===== src/rtl/sqrt_sequencer.sv =====
// Newton-Raphson square-root sequencer: drives an external multi-cycle fp divider
// and a combinational fp adder, handling IEEE special cases without iterating.
module sqrt_sequencer #(
    parameter int unsigned ITERS = 6,
    parameter int unsigned CNT_W = 4
) (
    input  logic        cpu_clk,
    input  logic        rst_n,
    input  logic        start,
    input  logic [31:0] operand,
    output logic        busy,
    output logic        done,
    output logic [31:0] result,
    output logic        div_start,
    output logic [31:0] div_a,
    output logic [31:0] div_b,
    input  logic        div_done,
    input  logic [31:0] div_q,
    output logic [31:0] add_a,
    output logic [31:0] add_b,
    input  logic [31:0] add_sum
);
    typedef enum logic [2:0] {
        IDLE,
        CHECK,
        DIV_REQ,
        DIV_WAIT,
        ACCUM,
        DONE
    } state_t;

    localparam logic [31:0]      QNAN    = 32'h7FC0_0000;
    localparam logic [31:0]      POS_INF = 32'h7F80_0000;
    localparam logic [CNT_W-1:0] LAST    = CNT_W'(ITERS - 1);

    state_t           state;
    logic [31:0]      a_reg;
    logic [31:0]      guess;
    logic [31:0]      q_reg;
    logic [31:0]      res;
    logic [CNT_W-1:0] count;

    logic             a_sign;
    logic [7:0]       a_exp;
    logic [22:0]      a_man;
    logic [7:0]       guess_exp;
    logic [31:0]      halved;
    logic             special;
    logic [31:0]      special_res;

    assign a_sign    = a_reg[31];
    assign a_exp     = a_reg[30:23];
    assign a_man     = a_reg[22:0];
    assign guess_exp = 8'((9'(a_exp) + 9'd127) >> 1);

    // Halving is an exponent decrement; anything that would go subnormal flushes to signed zero.
    assign halved = (add_sum[30:23] <= 8'd1) ? {add_sum[31], 31'b0}
                                              : {add_sum[31], add_sum[30:23] - 8'd1, add_sum[22:0]};

    assign div_a = a_reg;
    assign div_b = guess;
    assign add_a = q_reg;
    assign add_b = guess;

    always_comb begin
        special     = 1'b1;
        special_res = '0;
        if (a_exp == 8'h00)
            special_res = {a_sign, 31'b0};
        else if (a_exp == 8'hFF && a_man != '0)
            special_res = QNAN;
        else if (a_sign)
            special_res = QNAN;
        else if (a_exp == 8'hFF)
            special_res = POS_INF;
        else
            special = 1'b0;
    end

    always_ff @(posedge cpu_clk) begin
        if (!rst_n) begin
            state     <= IDLE;
            busy      <= 1'b0;
            done      <= 1'b0;
            div_start <= 1'b0;
            result    <= '0;
            res       <= '0;
            guess     <= '0;
            q_reg     <= '0;
            count     <= '0;
            a_reg     <= '0;
        end else begin
            done      <= 1'b0;
            div_start <= 1'b0;
            unique case (state)
                IDLE: begin
                    if (start) begin
                        a_reg <= operand;
                        busy  <= 1'b1;
                        state <= CHECK;
                    end
                end
                CHECK: begin
                    if (special) begin
                        res   <= special_res;
                        busy  <= 1'b0;
                        done  <= 1'b1;
                        state <= DONE;
                    end else begin
                        guess     <= {1'b0, guess_exp, 23'b0};
                        count     <= '0;
                        div_start <= 1'b1;
                        state     <= DIV_REQ;
                    end
                end
                DIV_REQ: state <= DIV_WAIT;
                DIV_WAIT: begin
                    if (div_done) begin
                        q_reg <= div_q;
                        state <= ACCUM;
                    end
                end
                ACCUM: begin
                    guess <= halved;
                    if (count == LAST) begin
                        res   <= halved;
                        busy  <= 1'b0;
                        done  <= 1'b1;
                        state <= DONE;
                    end else begin
                        count     <= count + 1'b1;
                        div_start <= 1'b1;
                        state     <= DIV_REQ;
                    end
                end
                DONE: begin
                    result <= res;
                    state  <= IDLE;
                end
                default: state <= IDLE;
            endcase
        end
    end
endmodule


===== config.mk =====
export PLATFORM = sky130hd
export DESIGN_NAME = sqrt_sequencer
export DESIGN_NICKNAME = d
export VERILOG_FILES = /design/src/rtl/sqrt_sequencer.sv
export SDC_FILE = /design/constraint.sdc
export NUM_CORES = 1
export LEC_CHECK = 0
export BUFFER_PORTS_ARGS = -buffer_cell sky130_fd_sc_hd__buf_2
export CAP_MARGIN = 20
export CELL_PAD_IN_SITES_DETAIL_PLACEMENT = 0
export CELL_PAD_IN_SITES_GLOBAL_PLACEMENT = 1
export CORE_ASPECT_RATIO = 0.75
export CORE_MARGIN = 5
export CORE_UTILIZATION = 35
export DETAILED_ROUTE_END_ITERATION = 10
export PLACE_DENSITY_LB_ADDON = 0.1
export RECOVER_POWER = 25
export SYNTH_ARGS = -nofsm -noshare
export SYNTH_HDL_FRONTEND = slang
export SYNTH_SLANG_ARGS = --single-unit

===== constraint.sdc =====
create_clock -name cpu_clk -period 3.2 [get_ports cpu_clk]
set_input_delay 0.64 -clock cpu_clk [delete_from_list [all_inputs] [get_ports cpu_clk]]
set_output_delay 0.64 -clock cpu_clk [all_outputs]
set_load 0.005 [all_outputs]

==> flow_summary_export.csv <==
group,metric,value,unit
run_status,status,"complete, no violations",
clock_network,numCtsBuffers,17,
timing,setup_viol,0,
clock_network,cts_setup_buffers,0,
die,pin_count,263,
finish,nNetsFinal,1147,
finish,final_cells,1306,
placed_design,placedCellCount,1274,
finish,drive_above_1_share,0.251,
synth,yosysSeqAreaShare,0.500,
detailed_routing,vias,6311,
synth,synth-seq-cells,170,
timing,fin_crit,2270,ps
worst_setup_path,cp_max_fo,24,
clock_network,insertion_delay,420,ps
job,cap_violations,0,
placed_design,place_area,0.00807,mm2
timing,setup_tns,0,ps
placed_design,port_buffers,262,
worst_setup_path,crit_start,"state[0]",
timing,fin_skew,9.71,ps
detailed_routing,wl_met3,1770,um
finish,ff_latch_area,0.00340,mm2
finish,final_cell_mix,"213 x nand2_1, 201 x buf_2, 170 x dfxtp_1, 135 x a21oi_1, 62 x clkbuf_1",
synth,synth_ff_type,"dfxtp_1",
worst_setup_path,reg2reg_from,"state[0]",
pwr,power.leakage,0.00349,uW
synth,synth-edff-count,0,
synth,yosysWarnings,0,
global_routing,grt_pass1_wl,31300,um
timing,rsz0062_at_grt,"no",
synth,ys_async_sr_fraction,0,
pwr,powerDensity,781,mW/mm2
finish,area_growth,25.8,%
clock_network,cts_tree,"done",
worst_setup_path,path_class,"register to register",
finish,design_area,0.00856,mm2
worst_setup_path,required,3540,ps
worst_setup_path,cp-end-kind,"register",
clock_network,clkTransAtPathRegs,70,ps
detailed_routing,met1_length,9620,um
timing,relSlewSlack,0.555,
detailed_routing,vias_per_cell,4.83,
synth,netlist_area,0.00680,mm2
global_routing,track_usage,0.174,
detailed_routing,dr.max_layer_used,"met5",
timing,slew_viol_final,0,
timing,finalHoldViolCount,0,
pwr,ir_drop,0.455,mV
clock_network,clockRootBuffer,"clkbuf_16",
die,die_area,0.0224,mm2
synth,synth_cells,831,
min_path,hold_path.class,"primary input to register",
detailed_routing,wl_met2,8610,um
die,floorplan.initialDensity,0.354,
detailed_routing,postRouteAntennaNets,0,
detailed_routing,drt_wl_total,20300,um
placed_design,gp_congestion,0.804,
worst_setup_path,critPathLaunchType,"register",
die,fp.coreArea,0.0192,mm2
global_routing,globalRouteOverflowTotal,0,
detailed_routing,dr.pass1.iters,5,
synth,synth_area_per_cell,8.19,um2
detailed_routing,drt_iter0_markers,422,
die,fp.dieW,171,um
finish,multiInputGateArea,0.00285,mm2
clock_network,cts.sinks,170,
detailed_routing,avgRoutedWirePerCell,15.5,um
worst_setup_path,cp.arrival,2620,ps
finish,fillCellCount,1991,
timing,worst_pin_slew,667,ps
global_routing,grt_max_degree,61,
synth,synth.net_count,938,
global_routing,antenna_found_initial,3,
clock_network,cts_buffer_depth,2,
detailed_routing,drc,0,
synth,ys_types,47,
die,fp.dieH,131,um
finish,final_common_cell,"nand2_1",
die,std_cell_rows,44,
global_routing,grt_pass1_vias,5891,
clock_network,hold_buffers,0,
clock_network,htree_levels,4,
timing,fmax,440,MHz
min_path,hp-start,"div_q[16]",
timing,fin_crit_sh,0.711,
clock_network,cts_resized,0,
finish,post-route-util,0.445,
placed_design,place_hpwl,14300,um
[cells by family (layout without fill, tap and decap cells)]
kind of cell / count (synthesis) / in the layout / share of synthesized area
other: 0 / 1 / 0
flip-flops: 170 / 170 / 0.500
XOR/XNOR: 8 / 8 / 0.0103
AO/OA/AOI/OAI: 205 / 205 / 0.171
adder cells (fa/ha/maj): 7 / 7 / 0.0129
buffers and inverters: 99 / 320 / 0.0820
AND/OR/NAND/NOR: 342 / 342 / 0.224
[sequential cells by signal (all words and copies together) (netlist names)]
| signal | flops |
|---|---|
| result | 32 |
| div_a | 32 |
| done | 1 |
| add_a | 32 |
| div_start | 1 |
| res | 32 |
| state | 3 |
| count | 4 |
| busy | 1 |
| add_b | 32 |
[where the power goes]
part,internal [uW],switching (uW)
combinational,798,1190
clock,1090,911
sequential,2420,277
total,4310,2370
[synth_stat cells, types with 2 or more instances]
library cell | count | area, um2
a41oi_1 | 2 | 17.5
a31oi_1 | 9 | 56.3
or3_1 | 5 | 31.3
nor2_1 | 38 | 143
nor4_1 | 9 | 56.3
nand2b_1 | 26 | 163
xnor2_1 | 2 | 17.5
xor2_1 | 6 | 52.6
nand3_1 | 30 | 150
buf_6 | 5 | 56.3
buf_2 | 8 | 40.0
a22oi_1 | 22 | 165
inv_1 | 10 | 37.5
o21ai_0 | 23 | 115
clkbuf_1 | 37 | 139
nor3_1 | 3 | 15.0
dfxtp_1 | 170 | 3400
nand4_1 | 3 | 18.8
ha_1 | 7 | 87.6
nor2_2 | 2 | 12.5
and3_1 | 3 | 18.8
a21oi_1 | 135 | 676
nand2_1 | 213 | 800
buf_4 | 37 | 278
o221a_2 | 4 | 45.0
[routing by layer]
metal,global-route usage,vias to the layer above
met2,0.257,191
met3,0.0656,18
li1,-,3181
met4,0.0452,6
met5,0,-
met1,0.242,2915
[worst max-delay path: stages, from the launching register on]
cell	delay, ps
dfxtp_1	620
nor4b_2	350
o21ai_0	190
o221a_2	460
buf_4	280
nand2b_1	160
a21oi_1	140
[cell type report]
| class | instances | area share |
|---|---|---|
| diodes | 1 | 0.000292 |
| clock buffers | 18 | 0.0501 |
| clock inverters | 13 | 0.0155 |
| inverters | 11 | 0.00512 |
| multi-input cells | 562 | 0.333 |
| flip-flops and latches | 170 | 0.398 |
| well taps | 253 | 0.0370 |
| repair buffers | 278 | 0.161 |
[metrics by stage]
| step | power, uW | hold slack [ps] | setup slack (ps) |
|---|---|---|---|
| floorplan | 4180 | 429 | 1170 |
| global placement | 4760 | 441 | 868 |
| detailed placement | 4760 | 443 | 832 |
| CTS | 6780 | 431 | 915 |
| global route | 7130 | 432 | 740 |
| finish | 6680 | 447 | 926 |
[path summary, 6_finish.rpt]
kind / end / slack, ps / cells past startpoint
worst max-delay path: res[11] / 930 / 6
worst min-delay path: add_a[16] / 450 / 3
worst max register to register: res[11] / 930 / 6
worst min register to register: result[22] / 450 / 2
Power figures use the tool's default switching activity.
